===== src/rtl/div_share_arbiter.sv =====
// Round-robin sharing of one divider core between four requesters.
// Operands are latched at grant and held on the core ports until the result
// is captured; the winner receives a one-cycle ack with the result on the bus.
module div_share_arbiter #(
  parameter int unsigned WIDTH     = 8,
  parameter int unsigned ACCEPT_TO = 4
) (
  input  logic                 clk,
  input  logic                 rst,
  input  logic [3:0]           req,
  input  logic [4*WIDTH-1:0]   dividend_in,
  input  logic [4*WIDTH-1:0]   divisor_in,
  output logic [3:0]           ack,
  output logic [WIDTH-1:0]     quotient_out,
  output logic [WIDTH-1:0]     remainder_out,
  output logic                 not_valid_out,
  output logic [1:0]           grant_id,
  output logic                 busy,
  output logic                 div_strt,
  output logic [WIDTH-1:0]     div_dividend,
  output logic [WIDTH-1:0]     div_divisor,
  input  logic [WIDTH-1:0]     div_quotient,
  input  logic [WIDTH-1:0]     div_remainder,
  input  logic                 div_not_valid,
  input  logic                 div_idle
);

  localparam int unsigned NREQ  = 4;
  localparam int unsigned CNT_W = $clog2(ACCEPT_TO + 1);

  typedef enum logic [2:0] {
    S_IDLE,
    S_START,
    S_WAIT_ACCEPT,
    S_WAIT_DONE,
    S_DONE
  } state_e;

  state_e             state_q, state_d;
  logic [1:0]         last_q, last_d;
  logic [1:0]         grant_q, grant_d;
  logic [NREQ-1:0]    ack_q, ack_d;
  logic               strt_q, strt_d;
  logic               busy_q, busy_d;
  logic [CNT_W-1:0]   cnt_q, cnt_d;
  logic [WIDTH-1:0]   dvd_q, dvd_d;
  logic [WIDTH-1:0]   dvs_q, dvs_d;
  logic [WIDTH-1:0]   quo_q, quo_d;
  logic [WIDTH-1:0]   rem_q, rem_d;
  logic               nv_q, nv_d;
  logic               pick_found;
  logic [1:0]         pick_idx;

  // Round-robin search starting just after the last-served requester
  always_comb begin
    logic [1:0] cand;
    cand       = '0;
    pick_found = 1'b0;
    pick_idx   = last_q;
    for (int i = 1; i <= int'(NREQ); i++) begin
      cand = last_q + 2'(i);
      if (!pick_found && req[cand]) begin
        pick_found = 1'b1;
        pick_idx   = cand;
      end
    end
  end

  // Next-state and registered-output logic
  always_comb begin
    state_d = state_q;
    last_d  = last_q;
    grant_d = grant_q;
    ack_d   = '0;
    strt_d  = 1'b0;
    cnt_d   = cnt_q;
    dvd_d   = dvd_q;
    dvs_d   = dvs_q;
    quo_d   = quo_q;
    rem_d   = rem_q;
    nv_d    = nv_q;

    case (state_q)
      S_IDLE: begin
        // The ack cycle is spent in IDLE while the served requester still
        // holds req; arbitration resumes on the following cycle.
        if ((ack_q == '0) && pick_found && div_idle) begin
          grant_d = pick_idx;
          dvd_d   = dividend_in[32'(pick_idx)*WIDTH +: WIDTH];
          dvs_d   = divisor_in[32'(pick_idx)*WIDTH +: WIDTH];
          strt_d  = 1'b1;
          state_d = S_START;
        end
      end
      S_START: begin
        cnt_d   = '0;
        state_d = S_WAIT_ACCEPT;
      end
      S_WAIT_ACCEPT: begin
        if (!div_idle) begin
          state_d = S_WAIT_DONE;
        end else begin
          cnt_d = cnt_q + CNT_W'(1);
          if (cnt_d == CNT_W'(ACCEPT_TO)) begin
            quo_d   = div_quotient;
            rem_d   = div_remainder;
            nv_d    = div_not_valid;
            state_d = S_DONE;
          end
        end
      end
      S_WAIT_DONE: begin
        if (div_idle) begin
          quo_d   = div_quotient;
          rem_d   = div_remainder;
          nv_d    = div_not_valid;
          state_d = S_DONE;
        end
      end
      S_DONE: begin
        ack_d   = NREQ'(1) << grant_q;
        last_d  = grant_q;
        state_d = S_IDLE;
      end
      default: state_d = S_IDLE;
    endcase

    busy_d = (state_d != S_IDLE);
  end

  // State and output registers
  always_ff @(posedge clk) begin
    if (rst) begin
      state_q <= S_IDLE;
      last_q  <= 2'd3;
      grant_q <= '0;
      ack_q   <= '0;
      strt_q  <= 1'b0;
      busy_q  <= 1'b0;
      cnt_q   <= '0;
      dvd_q   <= '0;
      dvs_q   <= '0;
      quo_q   <= '0;
      rem_q   <= '0;
      nv_q    <= 1'b0;
    end else begin
      state_q <= state_d;
      last_q  <= last_d;
      grant_q <= grant_d;
      ack_q   <= ack_d;
      strt_q  <= strt_d;
      busy_q  <= busy_d;
      cnt_q   <= cnt_d;
      dvd_q   <= dvd_d;
      dvs_q   <= dvs_d;
      quo_q   <= quo_d;
      rem_q   <= rem_d;
      nv_q    <= nv_d;
    end
  end

  assign ack           = ack_q;
  assign quotient_out  = quo_q;
  assign remainder_out = rem_q;
  assign not_valid_out = nv_q;
  assign grant_id      = grant_q;
  assign busy          = busy_q;
  assign div_strt      = strt_q;
  assign div_dividend  = dvd_q;
  assign div_divisor   = dvs_q;

endmodule

===== config.mk =====
export PLATFORM = sky130hd
export DESIGN_NAME = div_share_arbiter
export DESIGN_NICKNAME = d
export VERILOG_FILES = /design/src/rtl/div_share_arbiter.sv
export SDC_FILE = /design/constraint.sdc
export NUM_CORES = 1
export LEC_CHECK = 0
export BUFFER_PORTS_ARGS = -buffer_cell sky130_fd_sc_hd__buf_2
export CAP_MARGIN = 20
export CELL_PAD_IN_SITES_DETAIL_PLACEMENT = 0
export CELL_PAD_IN_SITES_GLOBAL_PLACEMENT = 1
export CORE_UTILIZATION = 29
export DETAILED_ROUTE_END_ITERATION = 6
export PLACE_DENSITY = 0.75
export SLEW_MARGIN = 15
export SYNTH_ARGS = -nofsm -noshare
export SYNTH_HDL_FRONTEND = slang
export SYNTH_SLANG_ARGS = --single-unit

===== constraint.sdc =====
create_clock -name clk -period 1.7 [get_ports clk]
set_input_delay 0.34 -clock clk [delete_from_list [all_inputs] [get_ports clk]]
set_output_delay 0.34 -clock clk [all_outputs]
set_load 0.01 [all_outputs]

# ---- Word level (Yosys, flattened, before mapping)
# Cells that the tools add are included.
dict set report totals {
  register_bits 49
  out_inout_bits 41
  elab_cells 87
  in_bits 88
  n_memories 0
  rom_bits 0
  mem_bits_rw 0
  latchBits 0
}
dict set report classes {
  magnitude_cmp 4
  add_sub_neg 4
  n_bitwise 2
  muxes 36
  n_div 0
  n_mul 0
  n_reduce_logical 18
  n_shift 3
  n_eq_ne 8
}
# operator count
set op_table {}
lappend op_table {{32-bit by 6-bit variable part select with 8-bit output} 2}
lappend op_table {{8-bit 2-to-1 mux} 6}
lappend op_table {{8-bit one-hot mux with 2 select lines} 2}
lappend op_table {{3-bit 2-to-1 mux} 5}
lappend op_table {{2-bit by 3-bit < comparator with 1-bit output (second input constant)} 4}
lappend op_table {{1-bit 2-to-1 mux} 12}
lappend op_table {{3-bit one-hot mux with 4 select lines} 1}
lappend op_table {{1-bit binary-select mux with 2-bit select} 4}
lappend op_table {{2-bit 2-to-1 mux} 4}
lappend op_table {{3-bit by 2-bit equality test with 1-bit output (second input constant)} 2}
lappend op_table {{3-bit equality test (second input constant)} 2}
lappend op_table {{2-bit inequality test (second input constant)} 3}
lappend op_table {{3-bit one-hot mux with 2 select lines} 1}
lappend op_table {{1-bit logical AND} 5}
lappend op_table {{2-bit adder (second input constant)} 2}
lappend op_table {{4-bit zero test} 1}
lappend op_table {{2-bit AND reduction} 2}
lappend op_table {{4-bit AND reduction} 1}
lappend op_table {{2-bit nonzero test} 2}
lappend op_table {{2-bit OR reduction} 2}
lappend op_table {{1-bit by 2-bit << shifter with 4-bit output (first input constant)} 1}
lappend op_table {{3-bit by 1-bit adder with 3-bit output (second input constant)} 1}
lappend op_table {{3-bit by 1-bit equality test with 1-bit output (second input constant)} 1}
lappend op_table {{1-bit zero test} 3}
lappend op_table {{other kinds (5)} 6}

# ---- Longest topological paths before layout
# Gate-level depths: netlist (run 1).
dict set report logic_depth {
  word_depth 18
  mapped_depth 8
  mapped_depth_nobuf 6
}

# ---- Worst setup path after synthesis (run 1)
# Ideal clock, no wire load.
dict set report synth_path {
  kind {flip-flop to flip-flop}
  start {reg cnt_q[0]}
  end {reg nv_q, in the netlist not_valid_out}
  path_slack_ns -0.002
  arrival_time_ns 1.575
  period_less_slack_ns 1.702
  t_required_ns 1.572
  path_buffers 2
  setup_ns 0.128
  path_stages_with_launch 9
  path_cell_list {dfxtp_1 ha_1 xor2_1 a21oi_1 and3b_1 buf_4 buf_4 mux2i_1 nor2_1}
}
dict set report synth_via {
  elab_chain_len 4
}
# element line_no
set synth_rtl {}
lappend synth_rtl {{start, declared} 45} ;# logic [CNT_W-1:0] cnt_q, cnt_d;
lappend synth_rtl {{start signal, assigned} 153} ;# cnt_q <= cnt_d;
lappend synth_rtl {{3-bit by 1-bit adder with 3-bit output} 103} ;# cnt_d = cnt_q + CNT_W'(1);
lappend synth_rtl {{3-bit equality test} 104} ;# if (cnt_d == CNT_W'(ACCEPT_TO)) begin
lappend synth_rtl {{2-bit inequality test (no source line)} -}
lappend synth_rtl {{4-bit AND reduction (no source line)} -}
lappend synth_rtl {{end signal, assigned} 158} ;# nv_q <= nv_d;
lappend synth_rtl {{end, declared} 50} ;# logic nv_q, nv_d;
# No other way between the ends.
# A chain may end at the register's enable or synchronous reset.

# ---- Worst setup path after layout (run 1)
dict set report layout_path {
  start {reg last_q[0]}
  end {reg dvs_q[4], in the netlist div_divisor[4]}
}
dict set report layout_via {
  elab_chain_len 16
  elab_cells_between_ends 29
  classes_between {add/sub: 3; shift: 1; mux: 16; reduce/logical: 9}
}
# element line_no
set layout_rtl {}
lappend layout_rtl {{start, declared} 40} ;# logic [1:0] last_q, last_d;
lappend layout_rtl {{start signal, assigned} 148} ;# last_q <= last_d;
lappend layout_rtl {{branches (longest 16 deep; another with 2-bit by 1-bit adder with 2-bit output)} -}
lappend layout_rtl {{end signal, assigned} 155} ;# dvs_q <= dvs_d;
lappend layout_rtl {{end, declared} 47} ;# logic [WIDTH-1:0] dvs_q, dvs_d;
# Parallel ways; which one is timed is not known. The select of a mux whose other input is x is not followed.

==> results of run 1 <==
## power by group through the flow
stage | registers, W | logic, W | clock network, W
after CTS | 0.00124 | 0.000546 | 0.000881
final | 0.00124 | 0.000643 | 0.000845
after global placement | 0.00127 | 0.000534 | 0
after detailed placement | 0.00127 | 0.000544 | 0
after floorplan | 0.00129 | 0.000286 | 0
after global routing | 0.00125 | 0.000698 | 0.000939
## timing repair
action / CTS / global route
gates cloned: 0 / 6
setup buffers: 0 / 4
pin swaps: 0 / 4
gates resized for setup: 1 / 33
setup endpoints to repair: 2 / 30
## routing by layer
| layer | global-route usage [%] | up-vias |
|---|---|---|
| li1 | - | 1135 |
| met1 | 16.4 | 1024 |
| met2 | 25.7 | 75 |
| met3 | 5.53 | 4 |
| met4 | 3.21 | 0 |
| met5 | 0 | - |
## area by class of cell
type                    count  area [sq um]
fillers                   772          4200
multi-input cells         167          1470
repair buffers            155           987
well taps                 102           128
inverters                   3          11.3
clock buffers               6          72.6
clock inverters             2          38.8
flip-flops and latches     49           985
## cell usage in the layout (no fill, tap or decap), types with 2 or more instances in the layout
| cell | netlist | routed |
|---|---|---|
| buf_2 | 1 | 128 |
| nand2b_1 | 5 | 5 |
| mux2i_4 | 0 | 5 |
| buf_4 | 2 | 15 |
| or2_1 | 2 | 2 |
| o221ai_2 | 16 | 16 |
| nor2b_1 | 4 | 3 |
| clkbuf_16 | 0 | 4 |
| a21oi_1 | 9 | 8 |
| o21ai_0 | 3 | 3 |
| mux2i_1 | 49 | 30 |
| inv_1 | 2 | 2 |
| dfxtp_1 | 49 | 46 |
| dfxtp_2 | 0 | 3 |
| a211o_1 | 2 | 2 |
| clkbuf_8 | 0 | 5 |
| buf_6 | 5 | 3 |
| a21o_1 | 2 | 2 |
| mux2i_2 | 0 | 14 |
| nand2_1 | 22 | 22 |
| buf_12 | 0 | 5 |
| nor2_1 | 30 | 30 |
| nor4_1 | 3 | 3 |
## synth_stat cells (3+ instances only)
master | instances | area (sq um)
mux2i_1 | 49 | 490
nor4_1 | 3 | 18.8
clkbuf_1 | 6 | 22.5
dfxtp_1 | 49 | 981
buf_6 | 5 | 56.3
nor2_1 | 30 | 113
o221ai_2 | 16 | 240
a21oi_1 | 9 | 45.0
o21ai_0 | 3 | 15.0
nor2b_1 | 4 | 25.0
nand2_1 | 22 | 82.6
nand2b_1 | 5 | 31.3
## worst reg2reg max path, stage by stage, from the launching register on
cell       delay [ns]
dfxtp_2          0.36
nor2b_2          0.05
a21o_1           0.18
a221oi_4         0.28
buf_4            0.18
clkbuf_16        0.16
mux2i_2          0.24
o221ai_2         0.12
## worst max-delay path by stage
| stage | from | endpoint | slack [ns] | depth (start not counted) |
|---|---|---|---|---|
| floorplan | req[3] | div_dividend[7] | 0.001 | 6 |
| global placement | req[3] | div_dividend[7] | -0.12 | 7 |
| detailed placement | req[3] | div_dividend[7] | -0.14 | 7 |
| CTS | last_q[0] | div_dividend[1] | -0.002 | 6 |
| global route | last_q[0] | div_divisor[1] | -0.09 | 7 |
| finish | last_q[0] | div_divisor[4] | 0.02 | 7 |
## metrics by stage
stage	util (%)	setup TNS (ns)	cell area [sq um]
after floorplan	-	0	2420
after global routing	46.8	-0.996	3690
after CTS	43.0	-0.00363	3390
final	46.8	0	3690
after global placement	41.5	-1.39	3280
after detailed placement	41.5	-1.94	3280
## registers in the layout (all words and copies together) (netlist names)
signal and count:
grant_id 2, ack 4, cnt_q 3, remainder_out 8, busy 1, div_strt 1
state_q 3, div_dividend 8, div_divisor 8, quotient_out 8, not_valid_out 1, last_q 2
## kinds of logic (layout without fill, tap and decap cells)
| family | Yosys count | after routing | share of synthesized area, % |
|---|---|---|---|
| mux | 49 | 49 | 20.3 |
| xor+xnor | 1 | 1 | 0.363 |
| fa+ha+maj | 2 | 2 | 1.04 |
| buf+inv | 17 | 166 | 4.56 |
| flops | 49 | 49 | 40.6 |
| simple gates | 76 | 76 | 16.0 |
| compound gates | 39 | 39 | 17.1 |
==> flow_summary.toml, run 1 <==
[outcome]
status = "finished clean"

[clocking]
cts.sinks = 49
cts_tree = "yes"
clkSlewWorstSetupHoldPaths_ns = 0.09
cts_made_buffers = 5
h-tree-depth = 2
holdBufCountCts = 0
clockBufferDepth = 2
clk_latency_ns = 0.31
ctsRootBufferMaster = "clkbuf_8"

[setup_path]
worstPathRequired_ns = 1.90
crit_fanout = 8
crit_type = "flop to flop"
r2r-end = "div_divisor[4]"
path_delay_family = "compound AO/OA/AOI/OAI gates"
end_kind = "flop"
slowest_delay_ns = 0.36
cp.arrival_ns = 1.87
reg2reg_slack_ns = 0.02
rr_startpoint = "last_q[0]"
reg2regPathDepth = 7
cp_slowest_cell = "dfxtp_2"
critical_path.cell_chain = "nor2b_2, a21o_1, a221oi_4, buf_4, clkbuf_16, mux2i_2, o221ai_2"
crit_path_start_kind = "flop"
crit_buf_inv = 2

[timing]
period_share_pct = 98.6
drv_slew = 0
rsz0062_at_grt = "yes"
layout_setup_ws_ns = 0.0239
hold-worst-slack_ns = 0.266
hold_viol = 0
worst_pin_slew_ns = 0.366
skew_ns = 0.00706
fmax_mhz = 597
final.min_clock_period_ns = 1.68
maxSlewHeadroom_pct = 75.6
finalSetupViolCount = 0

[grt]
grt_util_all_layers_pct = 14.5
grt_pass1_wl_um = 9920
grt_max_degree = 34
grt-ovfl-total = 0
antenna_found_initial = 0
grt_pass1_vias = 2155

[layout]
syn_to_final_growth_pct = 52.7
antenna_cells = 0
layout-drive-gt1-share_pct = 55.8
layout.nets = 471
fin_cells = 484

[floorplan]
design.core.area_sq_um = 7890
die_y_um = 93.3
rows = 32
die_x_um = 93.3
start_util_pct = 30.6
design.portCount = 129
fp.dieArea_sq_um = 8700

[worst_hold_path]
hp-class = "input port to flop"
hold_path_depth = 3
holdPathEnd = "quotient_out[2]"
hold_start = "div_quotient[2]"

[route]
wl_met3_um = 408
met2_length_um = 3390
routed_wl_um = 6680
top_layer = "met4"
drt_iter0_drc = 47
first_pass_iters = 4
drt-wirelength-per-cell_um = 13.8
vias = 2238
antenna_left = 0
wl_met1_um = 2840
drc_errors = 0
viasPerCell = 4.62

[yosys]
async_flop_share_pct = 0
synth_cell_type_count = 38
ys_seq_elements = 49
syn_nets = 323
synth_area_sq_um = 2420
yosysSeqAreaShare_pct = 40.6
ys.flop_type = "dfxtp_1"
postSynthAreaPerCell_sq_um = 10.4
ys_warn_count = 0
syn_inst = 233
synth_edf_count = 0

[power]
leakagePower_nw = 1.69
p_int_w = 0.00199
clkPwrFrac_pct = 30.9
pwr-share-seq_pct = 45.5
switching_share_pct = 27.1
ir_drop_v = 0.000317
p_sw_w = 0.000740
cellPowerDensity_nw_per_um2 = 741
finalPower_w = 0.00273
p_comb_share_pct = 23.5

[placement]
gp_congestion = 0.737
portBuffers = 128
place_ws_ns = -0.144
place_inst = 466
dpl.hpwl_um = 4540

[job]
cap_violations = 0
Note: power is estimated with default switching activity, not from simulation.
==> inputs of run 2 (changes only) <==
==> constraint.sdc (replaced) <==
create_clock -name clk -period 1.7 [get_ports clk]
set_input_delay 0.17 -clock clk [delete_from_list [all_inputs] [get_ports clk]]
set_output_delay 0.17 -clock clk [all_outputs]
set_load 0.01 [all_outputs]
==> run 2 against run 1 <==
Final area rose by 0.54%. Sequential power is essentially flat. Non-clock buffer count is 2 lower. Clock-buffer cell count decreased by 1.
==> flow_summary.toml, run 2 (synthesis gave the netlist of run 1 again) <==
[setup_path]
crit_type = "flop to flop"
path_delay_family = "compound AO/OA/AOI/OAI gates"
critical_path.cell_chain = "nor2b_2, a21o_1, a221oi_4, buf_6, clkbuf_16, mux2i_2, o221ai_2"
slowest_delay_ns = 0.36
cp.arrival_ns = 1.88
crit_buf_inv = 2
crit_path_start_kind = "flop"
cp_slowest_cell = "dfxtp_2"
crit_fanout = 8
worstPathRequired_ns = 1.89
end_kind = "flop"

[layout]
layout-drive-gt1-share_pct = 56.1
n_fill_cell = 760
syn_to_final_growth_pct = 53.5
stdcell_area_sq_um = 3710
final_util_pct = 47.0
layout.nets = 469
multiInputGateArea_sq_um = 1510
final_cell_mix = "buf_2 (128), dfxtp_1 (48), nor2_1 (30)"
layout_commonest_cell = "buf_2"
regArea_sq_um = 982
fin_cells = 482
antenna_cells = 0

[timing]
worst_pin_slew_ns = 0.668
final.min_clock_period_ns = 1.69
rsz0062_at_grt = "yes"
fmax_mhz = 590
hold_viol = 0
setup_tns_ns = 0
period_share_pct = 99.7
layout_setup_ws_ns = 0.00503
skew_ns = 0.00442
finalSetupViolCount = 0
drv_slew = 0
maxSlewHeadroom_pct = 55.4

[floorplan]
fp.dieArea_sq_um = 8700
rows = 32
design.portCount = 129
start_util_pct = 30.6
die_x_um = 93.3
design.core.area_sq_um = 7890
die_y_um = 93.3

[route]
first_pass_iters = 4
viasPerCell = 4.65
routed_wl_um = 6470
vias = 2243
antenna_left = 0
drt_iter0_drc = 46
drc_errors = 0
drt-wirelength-per-cell_um = 13.4

[grt]
grt_max_degree = 34
grt_pass1_vias = 2166
antenna_found_initial = 0
grt-ovfl-total = 0
grt_util_all_layers_pct = 14.3
grt_pass1_wl_um = 9850

[clocking]
cts_tree = "yes"
cts.sinks = 49
holdBufCountCts = 0
cts_made_buffers = 5
clockBufferDepth = 2
clkSlewWorstSetupHoldPaths_ns = 0.10
ctsRootBufferMaster = "clkbuf_8"
clk_latency_ns = 0.30
h-tree-depth = 2

[power]
ir_drop_v = 0.000369
cellPowerDensity_nw_per_um2 = 787
leakagePower_nw = 1.67

[placement]
place_ws_ns = -0.000114
dpl.hpwl_um = 4650
gp_congestion = 0.741
placed_area_sq_um = 3270
place_inst = 467
portBuffers = 128

[worst_hold_path]
hp-class = "input port to flop"

[outcome]
status = "finished clean"

[job]
cap_violations = 0
## run 2: changes by cell type in the layout (fill, tap and decap cells not counted), moves of 2 or more
| cell | change |
|---|---|
| mux2i_4 | +5 |
| mux2i_1 | -5 |
| dfxtp_2 | -2 |
| dfxtp_1 | +2 |
## run 2: where the power goes
| part | switching [W] | internal (W) |
|---|---|---|
| sequential | 0.0000381 | 0.00121 |
| clock | 0.000412 | 0.000592 |
| combinational | 0.000311 | 0.000362 |
| total | 0.000761 | 0.00216 |
## run 2: final cells by class
| cell class | count | area share [%] |
|---|---|---|
| multi-input cells | 167 | 40.7 |
| inverters | 3 | 0.304 |
| clock buffers | 5 | 1.85 |
| clock inverters | 3 | 1.85 |
| flip-flops and latches | 49 | 26.5 |
| repair buffers | 153 | 25.4 |
| well taps | 102 | 3.44 |
## run 2: worst min-delay path, delay by kind of cell
| kind | cells | cell delay [ns] |
|---|---|---|
| multiplexers | 1 | 0.05 |
| AND/OR/NAND/NOR | 1 | 0.07 |
| buffers and inverters | 1 | 0.07 |
## run 2: worst paths after layout
check / start / endpoint / slack [ns] / cells after the start
min reg2reg: div_divisor[1] / div_divisor[1] / 0.46 / 2
max: last_q[0] / div_dividend[7] / 0.005 / 7
max reg2reg: last_q[0] / div_dividend[7] / 0.005 / 7
min: div_remainder[0] / remainder_out[0] / 0.1 / 3
## run 2: metal layers
| metal | part of all wire (%) | GRT usage [%] |
|---|---|---|
| met3 | 5.6 | 3.98 |
| met2 | 51 | 26.5 |
| met4 | 0.80 | 3.46 |
| met1 | 42 | 16.1 |
| met5 | 0 | 0 |
## run 2: per-stage QoR
step           hold slack, ns  power [W]
4_1_cts                0.0846    0.00283
3_3_place_gp            0.405    0.00180
2_1_floorplan           0.317    0.00157
5_1_grt                0.0837    0.00306
3_5_place_dp            0.415    0.00181
6_report               0.0966    0.00292
## run 2: repair_timing
item,in CTS,in global routing
endpoints found under the setup margin,0,33
setup buffers,0,3
gates resized for setup,0,40
==> inputs of run 3 (changes only) <==
- RECOVER_POWER: default -> 50
==> run 3 against run 2 <==
Critical path depth is the same. Cell count is the same. Clock-buffer cell count did not move. Sequential share of layout area up 0.32 points. Largest power group unchanged. Largest cell class unchanged.
==> flow_summary.toml, run 3 (synthesis gave the netlist of run 1 again) <==
[route]
viasPerCell = 4.65
drc_errors = 0
drt_iter0_drc = 47
first_pass_iters = 4
drt-wirelength-per-cell_um = 13.5
vias = 2243
antenna_left = 0
routed_wl_um = 6490

[layout]
final_cell_mix = "buf_2 (93), dfxtp_1 (48), clkbuf_1 (35)"
layout_commonest_cell = "buf_2"
syn_to_final_growth_pct = 51.7
stdcell_area_sq_um = 3670
n_fill_cell = 767
layout-drive-gt1-share_pct = 46.8
antenna_cells = 0
layout.nets = 469

[floorplan]
design.portCount = 129
start_util_pct = 30.6
die_x_um = 93.3
fp.dieArea_sq_um = 8700
die_y_um = 93.3
design.core.area_sq_um = 7890
rows = 32

[grt]
grt-ovfl-total = 0
grt_max_degree = 34
grt_pass1_wl_um = 9850
globalRoute.busiestLayer = "met2"
grt_pass1_vias = 2166
use_met2_pct = 26.5
antenna_found_initial = 0
grt_util_met3_pct = 3.98
grtUsageMet1_pct = 16.1
grt_util_all_layers_pct = 14.3

[setup_path]
crit_path_start_kind = "flop"
slowest_delay_ns = 0.36
critical_path.cell_chain = "nor2b_2, a21o_1, a221oi_4, buf_6, clkbuf_16, mux2i_2, o221ai_2"
end_kind = "flop"
path_delay_family = "compound AO/OA/AOI/OAI gates"
crit_type = "flop to flop"
cp_slowest_cell = "dfxtp_2"
cp.arrival_ns = 1.88
worstPathRequired_ns = 1.89
crit_fanout = 8
crit_buf_inv = 2

[timing]
worst_pin_slew_ns = 0.670
layout_setup_ws_ns = 0.00563
final.min_clock_period_ns = 1.69
fmax_mhz = 590
period_share_pct = 99.7
hold_viol = 0
maxSlewHeadroom_pct = 55.3
finalSetupViolCount = 0
skew_ns = 0.00453
rsz0062_at_grt = "yes"
drv_slew = 0

[clocking]
clk_latency_ns = 0.30
clkSlewWorstSetupHoldPaths_ns = 0.09
cts_made_buffers = 5
cts.sinks = 49
ctsRootBufferMaster = "clkbuf_8"
cts_tree = "yes"
clockBufferDepth = 2
h-tree-depth = 2

[job]
cap_violations = 0

[placement]
portBuffers = 128
dpl.hpwl_um = 4650
placed_area_sq_um = 3270
place_ws_ns = -0.000114
gp_congestion = 0.741

[power]
ir_drop_v = 0.000369
leakagePower_nw = 1.53
cellPowerDensity_nw_per_um2 = 794

[worst_hold_path]
hp-class = "input port to flop"

[outcome]
status = "finished clean"
## run 3: changes by cell type in the layout (fill, tap and decap cells not counted)
cell and delta:
clkbuf_1 +35, buf_2 -35
## run 3: final cells by class
cell class	instances	area, sq um	share of cell area (%)
Clock buffer	5	68.8	1.88
Clock inverter	3	68.8	1.88
Inverter	3	11.3	0.307
Multi-Input combinational cell	167	1510	41.2
Sequential cell	49	982	26.8
Tap cell	102	128	3.48
Timing Repair Buffer	153	898	24.5
## run 3: report_power, final
part           internal [W]  switching [W]  total, W
Sequential          0.00121      0.0000393   0.00124
Clock              0.000592       0.000412   0.00100
Combinational      0.000351       0.000311  0.000661
Total               0.00215       0.000762   0.00291
## run 3: timing repair
item,4_1_cts,5_1_grt
buffers inserted,0,3
gates resized for setup,0,40
setup endpoints to repair,0,33
hold buffers,0,0
## run 3: final timing paths
check	slack (ns)	depth (start not counted)	end	from
min reg2reg	0.47	2	div_divisor[1]	div_divisor[1]
min	0.1	3	remainder_out[6]	div_remainder[6]
max reg2reg	0.006	7	div_dividend[7]	last_q[0]
max	0.006	7	div_dividend[7]	last_q[0]
## run 3: metrics by stage
stage	TNS (ns)	hold slack (ns)	utilization (%)	total power [W]	std cells
3_5_place_dp	-0.000114	0.415	41.5	0.00181	467
5_1_grt	-0.862	0.0837	46.5	0.00305	482
3_3_place_gp	0	0.405	41.5	0.00180	467
2_1_floorplan	0	0.317	-	0.00157	233
4_1_cts	0	0.0846	43.2	0.00283	475
6_report	0	0.0961	46.5	0.00291	482
## run 3: routing by layer
| metal | up-vias | wire (um) |
|---|---|---|
| met5 | - | 0 |
| met2 | 73 | 3340 |
| met1 | 1027 | 2740 |
| met4 | 0 | 52 |
| li1 | 1137 | - |
| met3 | 6 | 350 |
## run 3: worst min-delay path, stage by stage
cell and delay, ns:
buf_2 0.07, mux2i_1 0.05, nor2_1 0.07
